[config.mk]
export PLATFORM = sky130hd
export DESIGN_NAME = fifo_tile_reader
export DESIGN_NICKNAME = d
export VERILOG_FILES = /design/src/rtl/fifo_tile_reader.sv
export SDC_FILE = /design/constraint.sdc
export NUM_CORES = 1
export LEC_CHECK = 0
export BUFFER_PORTS_ARGS = -buffer_cell sky130_fd_sc_hd__buf_2
export CAP_MARGIN = 20
export CORE_AREA = 2 2 81 83
export DETAILED_ROUTE_END_ITERATION = 7
export DIE_AREA = 0 0 83 85
export PLACE_DENSITY = 0.81
export SETUP_SLACK_MARGIN = 0.15
export SYNTH_ARGS = -nofsm -noshare
export SYNTH_HDL_FRONTEND = slang
export SYNTH_SLANG_ARGS = --single-unit
[constraint.sdc]
create_clock -name clk -period 5.4 [get_ports clk]
set_clock_uncertainty 0.05 [all_clocks]
set_input_delay 1.08 -clock clk [delete_from_list [all_inputs] [get_ports clk]]
set_output_delay 1.08 -clock clk [all_outputs]
set_load 0.02 [all_outputs]
[src/rtl/fifo_tile_reader.sv]
`default_nettype none
// ============================================================================
// Module   : fifo_tile_reader
// Brief    : Pops one tile of words from the array-operand FIFO and streams
//            them to the row feeder through a registered 2-entry buffer.
// Revision : 1.0 - initial release
// ============================================================================
module fifo_tile_reader #(
    parameter int WIDTH = 8,
    parameter int LEN_W = 16
) (
    input  logic             clk,
    input  logic             rst_n,
    input  logic             start,
    input  logic [LEN_W-1:0] tile_len,
    output logic             busy,
    output logic             done,
    output logic             fifo_rd_en,
    input  logic             fifo_empty,
    input  logic             fifo_full,
    input  logic             fifo_wr_en_mon,
    input  logic [WIDTH-1:0] fifo_data,
    output logic             m_valid,
    input  logic             m_ready,
    output logic [WIDTH-1:0] m_data,
    output logic             m_last
);

    typedef enum logic [1:0] {
        S_IDLE = 2'd0,
        S_RUN  = 2'd1,
        S_FIN  = 2'd2
    } state_t;

    state_t           state_q, state_d;
    logic [LEN_W-1:0] pops_left_q, pops_left_d;
    logic [LEN_W-1:0] beats_left_q, beats_left_d;
    logic             inflight_q;
    logic [1:0]       occ_q, occ_d;
    logic             rd_ptr_q, wr_ptr_q;
    logic [WIDTH-1:0] buf_q [2];

    logic             w_beat;
    logic             w_room;
    logic             w_acc;
    logic [2:0]       w_occ_after;

    assign w_beat      = m_valid & m_ready;
    // The in-flight word already owns a slot, so it is counted before it lands.
    assign w_occ_after = {1'b0, occ_q} + {2'b00, inflight_q} - {2'b00, w_beat};
    assign w_room      = (w_occ_after < 3'd2);
    assign fifo_rd_en  = (state_q == S_RUN) && (pops_left_q != '0) && !fifo_empty && w_room;
    // An accepted write wins over the read in the FIFO; that pop is retried later.
    assign w_acc       = fifo_rd_en & ~(fifo_wr_en_mon & ~fifo_full);

    assign m_valid = (occ_q != 2'd0);
    assign m_data  = buf_q[rd_ptr_q];
    assign m_last  = m_valid && (beats_left_q == LEN_W'(1));
    assign busy    = (state_q == S_RUN) || (state_q == S_FIN);
    assign done    = (state_q == S_FIN);
    assign occ_d   = occ_q + {1'b0, inflight_q} - {1'b0, w_beat};

    always_comb begin
        state_d      = state_q;
        pops_left_d  = pops_left_q;
        beats_left_d = beats_left_q;
        case (state_q)
            S_IDLE: begin
                if (start) begin
                    if (tile_len != '0) begin
                        state_d      = S_RUN;
                        pops_left_d  = tile_len;
                        beats_left_d = tile_len;
                    end else begin
                        state_d = S_FIN;
                    end
                end
            end
            S_RUN: begin
                if (w_acc && (pops_left_q != '0)) begin
                    pops_left_d = pops_left_q - LEN_W'(1);
                end
                if (w_beat && (beats_left_q != '0)) begin
                    beats_left_d = beats_left_q - LEN_W'(1);
                end
                if (w_beat && (beats_left_q == LEN_W'(1))) begin
                    state_d = S_FIN;
                end
            end
            S_FIN: begin
                state_d = S_IDLE;
            end
            default: begin
                state_d = S_IDLE;
            end
        endcase
    end

    always_ff @(posedge clk or negedge rst_n) begin
        if (!rst_n) begin
            state_q      <= S_IDLE;
            pops_left_q  <= '0;
            beats_left_q <= '0;
        end else begin
            state_q      <= state_d;
            pops_left_q  <= pops_left_d;
            beats_left_q <= beats_left_d;
        end
    end

    always_ff @(posedge clk or negedge rst_n) begin
        if (!rst_n) begin
            inflight_q <= 1'b0;
            occ_q      <= 2'd0;
            rd_ptr_q   <= 1'b0;
            wr_ptr_q   <= 1'b0;
            buf_q[0]   <= '0;
            buf_q[1]   <= '0;
        end else begin
            inflight_q <= w_acc;
            occ_q      <= occ_d;
            rd_ptr_q   <= rd_ptr_q ^ w_beat;
            wr_ptr_q   <= wr_ptr_q ^ inflight_q;
            if (inflight_q) begin
                buf_q[wr_ptr_q] <= fifo_data;
            end
        end
    end

endmodule
`default_nettype wire

== Word level (Yosys, flattened, before mapping) ==
Index checks and enable logic that the tools add are counted.
Operators by class
  shift-type cells: 0
  divide/modulo/power cells: 0
  reduce and logical (&&, ||, !) cells: 19
  eq/ne operators: 8
  $mul: 0
  mux-type cells: 16
  $add $sub $neg: 6
  bitwise operators: 9
  magnitude comparators: 4
Operators with widths (number)
  $mux W16: 4
  $pmux W16 S2: 2
  $reduce_bool A16 Y1: 3
  $mux W8: 4
  $sub A16 B1 Y16 const B: 2
  $bwmux W16: 1
  $eq A16 B1 Y1 const B: 1
  $demux W8 S1: 1
  $logic_and A1 B1 Y1: 8
  $reduce_and A4 Y1: 2
  $mux W2: 3
  $ne A2 B1 Y1 const B: 3
  $ge A2 B2 Y1 const B: 2
  $ne A2 B2 Y1 const B: 2
  $not A1 Y2: 2
  $pmux W2 S2: 1
  $reduce_bool A2 Y1: 2
  $add A2 B1 Y3: 1
  $and A1 B1 Y1: 3
  $lt A3 B2 Y1 const B: 1
  $sub A3 B1 Y3: 1
  $add A2 B1 Y2: 1
  $eq A2 B1 Y1 const B: 1
  $eq A2 B2 Y1 const B: 1
  8 further kinds: 10
Word-level totals
  flip-flop bits (word level): 55
  memories: 0
  bits of input ports: 31
  latch bits: 0
  bits in writable memories: 0
  output and inout port bits: 13
  ROM bits: 0
  word-level logic and storage cells: 71

== Logic depth before layout (Yosys ltp) ==
Gate-level depths: netlist (run 1).
  word-level depth: 9
  depth in mapped cells: 13
  gate-level depth less buffers: 12

== Worst setup path before layout (run 1) ==
Ideal clock, no wire load.
  path type: input to output
  start point: input m_ready
  end point: output fifo_rd_en
  path buffers: 0
  stages on the path: 8
  slack: 1.402 ns
  data required time: 4.270 ns
  arrival: 2.868 ns
  cell sequence: o21ai_1 -> inv_1 -> ha_1 -> inv_1 -> ha_1 -> fa_1 -> nor3b_1 -> and3_1
Between the ends
  cells in the longest elaborated chain, start to end: 4
Ends and longest elaborated chain
  start: declaration: line 24  | input logic m_ready,
  $and A1 B1 Y1: line 48  | assign w_beat = m_valid & m_ready;
  $sub A3 B1 Y3: line 50  | assign w_occ_after = {1'b0, occ_q} + {2'b00, inflight_q} - {2'b00, w_beat};
  $lt A3 B2 Y1: line 51  | assign w_room = (w_occ_after < 3'd2);
  $logic_and A1 B1 Y1: line 52  | assign fifo_rd_en = (state_q == S_RUN) && (pops_left_q != '0) && !fifo_empty && w_room;
  end: declaration: line 18  | output logic fifo_rd_en,
No other way between the ends.

== Worst setup path after layout (run 1) ==
Same ends and word-level chain as after synthesis.

==> flow_metrics.py, run 1 <==
metrics = {
    "sta": {
        "min_period_over_period_pct": 82.31,
        "setup_tns_ps": 0,
        "fin_crit_ps": 4445,
        "maxSlewViolCount": 0,
        "setup_viol": 0,
        "hold_ws_ps": 464.0,
        "hold_viol": 0,
        "max_slew_margin_pct": 48.66,
        "rsz0062_at_grt": "false",
        "tightest_slew_ps": 763.0,
        "max_freq_mhz": 225.0,
    },
    "synth": {
        "synth_ff_type": "dfrtp_1",
        "ys.warnings.count": 0,
        "netlist_area_sq_um": 3647,
        "seq_area_frac_synth_pct": 37.74,
        "synth_edf_count": 0,
        "synthCells": 388,
        "async_reset_ff_share_pct": 100.0,
        "yosysTopAreaCellShare_pct": 37.74,
        "postSynthAreaPerCell_sq_um": 9.400,
        "yosysTopAreaCell": "dfrtp_1",
        "synth_cell_type_count": 70,
        "syn_nets": 431,
        "synth.ff_latch_count": 55,
        "ys_top_cells_by_area": "dfrtp_1 (38%), mux2_2 (7.7%), ha_1 (3.8%), a21oi_1 (3.0%), nand2_1 (2.3%)",
    },
    "setup_path": {
        "rr_endpoint": "pops_left_q[9]$_DFFE_PN0P_",
        "worstSetupPathType": "primary input to primary output",
        "cp-start-kind": "primary input",
        "end_kind": "primary output",
        "rr_worst_depth": 12,
        "critPathRequiredTime_ps": 4270,
        "path_max_fanout": 7,
        "ff2ff_setup_slack_ps": 1750,
        "cp.arrival_ps": 3310,
        "timing.rr.start": "occ_q[1]$_DFF_PN0_",
    },
    "detailed_routing": {
        "wire_per_inst_um": 18.34,
        "drc": 0,
        "vias_per_cell": 6.515,
        "via_count": 3251,
        "drt-total-wl_um": 9154,
        "dr.pass1.iters": 5,
        "drtAntennaViolNets": 0,
        "drtIter0Drc": 274,
    },
    "clock_tree": {
        "htree_levels": 2,
        "path_clk_slew_ps": 110,
        "post-cts-setup-buffer-count": 0,
        "cts_tree": "built",
        "clk_latency_ps": 320,
        "numClockSinks": 55,
        "post_cts_resized": 0,
        "cts_buffer_depth": 2,
        "numCtsBuffers": 5,
        "clk_root_buffer_cell": "clkbuf_8",
        "cts_hold_buf": 0,
    },
    "floorplan": {
        "dieHeight_um": 85,
        "die_w_um": 83,
        "rows": 29,
        "core_sq_um": 6205,
        "die_area_sq_um": 7055,
        "ios": 44,
        "start_util_pct": 58.78,
    },
    "grt": {
        "grt_max_degree": 56,
        "overflow": 0,
        "grt_pass1_vias": 3097,
        "grt_use_total_pct": 25.91,
        "grt_pass1_wl_um": 15150,
        "grt_antenna_before_repair": 0,
    },
    "power_and_ir_drop": {
        "power_mw": 2.259,
        "ir_worst_vdd_mv": 0.2549,
        "leakage_nw": 1.716,
        "power_density_nw_per_um2": 566.2,
    },
    "place": {
        "globalplace.congestion": 0.8692,
        "dp_cells": 491,
        "port_buffers": 43,
        "dp_hpwl_um": 6411,
    },
    "cells_and_area": {
        "final_nets": 464,
        "final_cell_mix": "dfrtp_1 (55), buf_2 (43), mux2_2 (25)",
        "area_growth_pct": 9.400,
        "antenna_cells": 0,
        "drive_above_1_share_pct": 23.22,
        "final_common_cell": "dfrtp_1",
        "fin_cells": 499,
    },
    "outcome": {
        "status": "completed",
    },
    "run": {
        "maxCapViolations": 0,
    },
    "worst_hold_path": {
        "hp-start": "buf_q[6]$_DFFE_PN0P_",
        "whs_endpoint": "buf_q[6]$_DFFE_PN0P_",
        "holdPathStages": 1,
        "worstHoldPathType": "flop to flop",
    },
}
[synthesized netlist by cell type (3+ instances only)]
master	instances
a211o_1	3
a211oi_1	5
a21o_1	3
a21oi_1	22
a221o_1	3
a31oi_1	5
a41oi_1	3
and2_1	4
and3_1	3
buf_2	3
clkbuf_1	16
dfrtp_1	55
ha_1	11
inv_1	20
mux2_2	25
mux2i_1	8
nand2_1	22
nand2b_1	5
nand3_1	11
nand4_1	13
nor2_1	21
nor2b_1	7
nor3_1	16
nor3b_1	3
nor4_1	8
o21ai_0	12
o21ai_1	7
o22a_1	3
o22ai_1	9
or3_1	4
or4_1	7
or4_4	3
[how the worst max path moves through the flow]
stage,startpoint,endpoint,slack (ps),depth (start not counted)
2_1_floorplan,m_ready,fifo_rd_en,1400,8
3_3_place_gp,m_ready,fifo_rd_en,1120,10
3_5_place_dp,m_ready,fifo_rd_en,980,10
4_1_cts,m_ready,fifo_rd_en,970,10
5_1_grt,m_ready,fifo_rd_en,820,10
6_report,m_ready,fifo_rd_en,960,10
[registers in the layout, indices dropped and copies added, names as in the netlist]
register and flops:
rd_ptr_q 1, inflight_q 1, state_q 2, wr_ptr_q 1
pops_left_q 16, beats_left_q 16, occ_q 2, buf_q 16
[kinds of logic after synthesis]
logic type / Yosys count / synth area share [%]
compound gates: 102 / 20.24
xor+xnor: 2 / 0.4804
mux: 33 / 9.914
flops: 55 / 37.74
buf+inv: 44 / 5.317
fa+ha+maj: 12 / 4.322
simple gates: 140 / 21.99
[final cells by class]
cell class,count,area (sq um)
multi-input combinational,289,2079
sequential,55,1376
fill,504,2215
clock buffer,5,68.82
inverter,21,81.33
timing repair buffer,49,260.3
tap,77,96.34
clock inverter,3,27.53
[worst max-delay path, cell delays in order]
cell	delay (ps)
buf_2	90
o21ai_1	280
inv_1	180
ha_1	310
inv_1	40
ha_1	180
fa_1	460
nor3b_1	310
and3_1	220
buf_2	160
[through the flow]
stage	instance area (sq um)	setup WS, ps	utilization, %
finish	3990	955.4	64.31
global route	3990	819.1	64.31
CTS	3990	970.2	64.31
detailed placement	3894	975.4	62.75
global placement	3894	1118	62.75
floorplan	3647	1402	-
[per-layer routing]
layer  track usage, %  vias to the layer above  share of wire [%]
met5                0                        -                  0
li1                 -                     1527                  -
met4            7.004                        0                1.1
met3            3.307                       11                5.5
met1            36.11                     1605                 43
met2            43.11                      108                 50
[power by group]
group | internal, mW | total [mW] | switching (mW)
combinational | 0.507 | 1.19 | 0.688
clock | 0.0965 | 0.250 | 0.153
sequential | 0.607 | 0.815 | 0.208
Note: power is estimated with default switching activity, not from simulation.
==> run 2, diff against run 1 <==
--- a/config.mk
+++ b/config.mk
@@ -7,10 +7,10 @@
 export LEC_CHECK = 0
 export BUFFER_PORTS_ARGS = -buffer_cell sky130_fd_sc_hd__buf_2
 export CAP_MARGIN = 20
-export CORE_AREA = 2 2 81 83
+export CORE_AREA = 2 2 86 88
 export DETAILED_ROUTE_END_ITERATION = 7
-export DIE_AREA = 0 0 83 85
-export PLACE_DENSITY = 0.81
+export DIE_AREA = 0 0 88 90
+export PLACE_DENSITY = 0.76
 export SETUP_SLACK_MARGIN = 0.15
 export SYNTH_ARGS = -nofsm -noshare
 export SYNTH_HDL_FRONTEND = slang
==> constraint.sdc (replaced) <==
create_clock -name clk -period 3.8 [get_ports clk]
set_clock_uncertainty 0.05 [all_clocks]
set_input_delay 0.76 -clock clk [delete_from_list [all_inputs] [get_ports clk]]
set_output_delay 0.76 -clock clk [all_outputs]
set_load 0.02 [all_outputs]
==> run 2 against run 1 <==
  * Register-to-register slack lost 1300 ps
  * Sequential power grew 41%
  * Die area grew 12%
  * Wire length grew 1.6%
  * Sequential share of layout area shrank 0.53 points
  * Via count grew 0.34%
  * Combinational power grew 45%
  * Power grew 46%
  * Core utilization shrank 6.6 points
  * Critical endpoint unchanged
  * Largest power group unchanged
  * Highest routed layer unchanged
==> flow_metrics.py, run 2 (synthesized netlist as in run 1, its figures left out) <==
metrics = {
    "cells_and_area": {
        "final_nets": 466,
        "post-route-cell-area_sq_um": 4053,
        "final_common_cell": "dfrtp_1",
        "area_growth_pct": 11.12,
        "antenna_cells": 0,
        "reg.largest.list": "beats_left_q x16, buf_q x16, pops_left_q x16",
        "final_cell_mix": "dfrtp_1 (55), buf_2 (43), mux2_2 (25)",
        "drive_above_1_share_pct": 23.58,
        "fin_cells": 523,
    },
    "sta": {
        "fin_crit_ps": 3517,
        "setup_viol": 0,
        "max_freq_mhz": 284.3,
        "maxSlewViolCount": 0,
        "max_slew_margin_pct": 39.09,
        "hold_viol": 0,
        "setup_tns_ps": 0,
        "tightest_slew_ps": 911.7,
        "min_period_over_period_pct": 92.56,
        "rsz0062_at_grt": "false",
        "setup_slack_ps": 282.7,
    },
    "setup_path": {
        "cp.depth": 6,
        "path_buf_inv": 2,
        "critPathCapture": "fifo_rd_en",
        "timing.rr.start": "occ_q[1]$_DFF_PN0_",
        "max_stage_delay_ps": 750,
        "critPathRequiredTime_ps": 2990,
        "path_max_fanout": 7,
        "cp.arrival_ps": 2710,
        "critPathSlowestCell": "or4_1",
        "worstSetupPathType": "flop to primary output",
        "crit_family": "simple AND/OR/NAND/NOR gates",
        "cp-start-kind": "flop",
        "rr_endpoint": "pops_left_q[14]$_DFFE_PN0P_",
        "crit_chain": "inv_1 -> ha_1 -> or3b_2 -> or4_1 -> and3_1 -> buf_2",
        "rr_worst_depth": 11,
        "ff2ff_setup_slack_ps": 470,
        "end_kind": "primary output",
        "crit_start": "pops_left_q[0]$_DFFE_PN0P_",
    },
    "grt": {
        "grt_max_degree": 38,
        "grt_pass1_vias": 3177,
        "grt_antenna_before_repair": 0,
        "grt_pass1_wl_um": 15330,
        "overflow": 0,
        "grt_use_total_pct": 24.21,
    },
    "power_and_ir_drop": {
        "power_mw": 3.287,
        "power_density_nw_per_um2": 811.1,
        "ir_worst_vdd_mv": 0.3243,
        "leakage_nw": 1.737,
    },
    "outcome": {
        "status": "completed",
    },
    "clock_tree": {
        "numClockSinks": 55,
        "cts_hold_buf": 0,
        "cts_tree": "built",
        "htree_levels": 2,
        "post_cts_resized": 0,
        "numCtsBuffers": 5,
        "clk_latency_ps": 320,
        "path_clk_slew_ps": 100,
        "cts_buffer_depth": 2,
        "clk_root_buffer_cell": "clkbuf_8",
        "post-cts-setup-buffer-count": 0,
    },
    "place": {
        "placed_cell_area_sq_um": 3936,
        "globalplace.congestion": 0.8479,
        "dp_slack_ps": 204.7,
        "dp_hpwl_um": 6777,
        "port_buffers": 43,
        "dp_cells": 515,
    },
    "floorplan": {
        "ios": 44,
        "die_area_sq_um": 7920,
        "core_sq_um": 7020,
        "dieHeight_um": 90,
        "rows": 31,
        "die_w_um": 88,
        "start_util_pct": 51.95,
    },
    "detailed_routing": {
        "dr.pass1.iters": 4,
        "drtAntennaViolNets": 0,
        "wire_per_inst_um": 17.79,
        "via_count": 3262,
        "vias_per_cell": 6.237,
        "drt-total-wl_um": 9305,
        "drc": 0,
        "drtIter0Drc": 211,
    },
    "worst_hold_path": {
        "worstHoldPathType": "primary input to async pin",
    },
    "run": {
        "maxCapViolations": 0,
    },
}
-- run 2: cell count changes in the layout (fill, tap and decap cells not counted), sizes merged --
cell,previous run,this run
inv,23,22
clkinvlp,1,0
buf,49,51
bufinv,0,1
clkinv,0,1
-- run 2: how the worst min path moves through the flow --
| stage | from | to | slack, ps | cells after the start |
|---|---|---|---|---|
| final | rst_n | buf_q[5]$_DFFE_PN0P_ | 440 | 1 |
| after CTS | rst_n | buf_q[5]$_DFFE_PN0P_ | 470 | 1 |
| after detailed placement | buf_q[11]$_DFFE_PN0P_ | buf_q[11]$_DFFE_PN0P_ | 440 | 1 |
| after floorplan | rst_n | beats_left_q[0]$_DFFE_PN0P_ | 410 | 0 |
| after global placement | buf_q[0]$_DFFE_PN0P_ | buf_q[0]$_DFFE_PN0P_ | 430 | 1 |
| after global routing | buf_q[8]$_DFFE_PN0P_ | buf_q[8]$_DFFE_PN0P_ | 480 | 1 |
-- run 2: where the power goes --
group	internal, mW	switching [mW]
sequential	0.862	0.292
combinational	0.729	0.991
clock	0.200	0.213
-- run 2: layer usage --
metal / up-vias / part of all wire, % / GRT usage, %
met1: 1587 / 43 / 32.74
met4: 0 / 1.6 / 8.462
met5: - / 0 / 0
met3: 15 / 5.8 / 3.949
li1: 1531 / - / -
met2: 129 / 50 / 38.95
-- run 2: layout make-up --
type                            count  area (sq um)
Clock buffer                        5         68.82
Clock inverter                      3         47.55
Fill cell                         601          2968
Inverter                           21         81.33
Multi-Input combinational cell    289          2079
Sequential cell                    55          1376
Tap cell                           99         123.9
Timing Repair Buffer               51         275.3
-- run 2: through the flow --
| step | utilization [%] | hold WS [ps] |
|---|---|---|
| floorplan | - | 414.4 |
| global placement | 56.07 | 433.3 |
| detailed placement | 56.07 | 442.0 |
| CTS | 57.73 | 467.0 |
| global route | 57.73 | 480.5 |
| finish | 57.73 | 437.1 |
==> run 3, diff against run 2 <==
--- a/config.mk
+++ b/config.mk
@@ -7,10 +7,12 @@
 export LEC_CHECK = 0
 export BUFFER_PORTS_ARGS = -buffer_cell sky130_fd_sc_hd__buf_2
 export CAP_MARGIN = 20
-export CORE_AREA = 2 2 86 88
+export CELL_PAD_IN_SITES_DETAIL_PLACEMENT = 1
+export CELL_PAD_IN_SITES_GLOBAL_PLACEMENT = 1
+export CORE_AREA = 2 2 98 100
 export DETAILED_ROUTE_END_ITERATION = 7
-export DIE_AREA = 0 0 88 90
-export PLACE_DENSITY = 0.76
+export DIE_AREA = 0 0 100 102
+export PLACE_DENSITY = 0.75
 export SETUP_SLACK_MARGIN = 0.15
 export SYNTH_ARGS = -nofsm -noshare
 export SYNTH_HDL_FRONTEND = slang
==> run 3 against run 2 <==
  * Die area rose by 29%
  * Critical path depth rose by 1
  * Maximum frequency rose by 2.7%
  * Critical endpoint unchanged
==> flow_metrics.py, run 3 (synthesized netlist as in run 1, its figures left out) <==
metrics = {
    "outcome": {
        "status": "completed",
    },
    "sta": {
        "max_freq_mhz": 291.9,
        "rsz0062_at_grt": "false",
        "setup_viol": 0,
        "setup_slack_ps": 373.6,
        "min_period_over_period_pct": 90.17,
        "max_slew_margin_pct": 26.56,
        "tightest_slew_ps": 1099,
        "fin_crit_ps": 3426,
        "hold_viol": 0,
        "maxSlewViolCount": 0,
        "setup_tns_ps": 0,
    },
    "cells_and_area": {
        "reg.largest.list": "beats_left_q x16, buf_q x16, pops_left_q x16",
        "final_cell_mix": "dfrtp_1 (55), buf_2 (43), mux2_2 (25)",
        "drive_above_1_share_pct": 24.36,
        "post-route-cell-area_sq_um": 4091,
        "antenna_cells": 0,
        "area_growth_pct": 12.18,
        "final_common_cell": "dfrtp_1",
        "finish.utilization_pct": 44.92,
        "fin_cells": 538,
        "final_nets": 469,
    },
    "place": {
        "placed_cell_area_sq_um": 3966,
        "dp_cells": 529,
        "globalplace.congestion": 0.7985,
        "dp_slack_ps": 171.5,
        "dp_hpwl_um": 7721,
        "port_buffers": 43,
    },
    "clock_tree": {
        "numClockSinks": 55,
        "clk_latency_ps": 320,
        "numCtsBuffers": 5,
        "path_clk_slew_ps": 120,
        "cts_tree": "built",
        "post-cts-setup-buffer-count": 0,
        "htree_levels": 2,
        "clk_root_buffer_cell": "clkbuf_8",
        "cts_buffer_depth": 2,
    },
    "grt": {
        "grt_pass1_vias": 3402,
        "grt_antenna_before_repair": 0,
        "overflow": 0,
        "grt_use_total_pct": 21.25,
        "grt_pass1_wl_um": 17310,
        "grt_max_degree": 44,
    },
    "detailed_routing": {
        "met3_length_um": 208,
        "wire_per_inst_um": 19.34,
        "drtIter0Drc": 98,
        "maxUsedRoutingLayer": "met4",
        "vias_per_cell": 6.071,
        "drc": 0,
        "dr.pass1.iters": 4,
        "drtAntennaViolNets": 0,
        "dr_wl_met2_um": 5189,
        "via_count": 3266,
        "drt-total-wl_um": 10400,
        "wl_met1_um": 4887,
    },
    "setup_path": {
        "critPathRequiredTime_ps": 2990,
        "cp-start-kind": "flop",
        "cp.arrival_ps": 2620,
        "worstSetupPathType": "flop to primary output",
        "ff2ff_setup_slack_ps": 620,
        "end_kind": "primary output",
        "path_max_fanout": 7,
    },
    "floorplan": {
        "die_w_um": 100,
        "rows": 35,
        "die_area_sq_um": 10200,
        "core_sq_um": 9109,
        "dieHeight_um": 102,
        "start_util_pct": 40.04,
        "ios": 44,
    },
    "power_and_ir_drop": {
        "ir_worst_vdd_mv": 0.2601,
        "leakage_nw": 1.750,
        "power_density_nw_per_um2": 801.3,
    },
    "worst_hold_path": {
        "worstHoldPathType": "primary input to async pin",
    },
    "run": {
        "maxCapViolations": 0,
    },
}
run 3: cell types whose count changed in the layout (fill, tap and decap cells not counted):
cell	delta
buf_12	+1
buf_4	+2
bufinv_16	-1
inv_6	-1
inv_8	+2
nor3b_1	-1
nor3b_2	+1
run 3: power by group:
| group | total, mW | internal [mW] | switching (mW) |
|---|---|---|---|
| Sequential | 1.16 | 0.862 | 0.296 |
| Clock | 0.371 | 0.141 | 0.230 |
| Combinational | 1.75 | 0.738 | 1.01 |
| Total | 3.28 | 1.74 | 1.54 |
run 3: through the flow:
step                      hold slack (ps)  total power [mW]
after floorplan                     414.4             2.424
after CTS                           470.2             3.283
after global placement              433.1             2.833
after detailed placement            443.5             2.911
final                               275.3             3.278
after global routing                277.3             3.550
run 3: cell type report:
| type | instances | area [sq um] |
|---|---|---|
| Fill cell | 1065 | 5017 |
| Multi-Input combinational cell | 289 | 2085 |
| Sequential cell | 55 | 1376 |
| Timing Repair Buffer | 54 | 310.3 |
| Tap cell | 111 | 138.9 |
| Inverter | 21 | 81.33 |
| Clock buffer | 5 | 68.82 |
| Clock inverter | 3 | 31.28 |
run 3: final timing paths:
kind	startpoint	to	cells after the start
min in group clk	buf_q[7]$_DFFE_PN0P_	buf_q[7]$_DFFE_PN0P_	1
max reg2reg	occ_q[1]$_DFF_PN0_	pops_left_q[9]$_DFFE_PN0P_	12
min reg2reg	buf_q[7]$_DFFE_PN0P_	buf_q[7]$_DFFE_PN0P_	1
max	pops_left_q[0]$_DFFE_PN0P_	fifo_rd_en	7
max in group asynchronous	rst_n	pops_left_q[12]$_DFFE_PN0P_	2
min	rst_n	wr_ptr_q$_DFF_PN0_	1
run 3: what timing repair did:
item,4_1_cts,5_1_grt
endpoints found under the setup margin,0,1
resized for setup,0,1
hold buffers,0,0
run 3: layer usage:
layer  up-vias  GRT usage [%]
li1       1540              -
met1      1659          27.62
met2        56          38.15
met3        11          2.462
met4         0          4.953
met5         -              0
run 3: worst max-delay path: stages (launching register included):
cell and delay (ps):
dfrtp_1 420, inv_1 160, ha_1 170, or3b_2 470, or4_1 540, buf_4 190, and3_1 190, buf_2 150
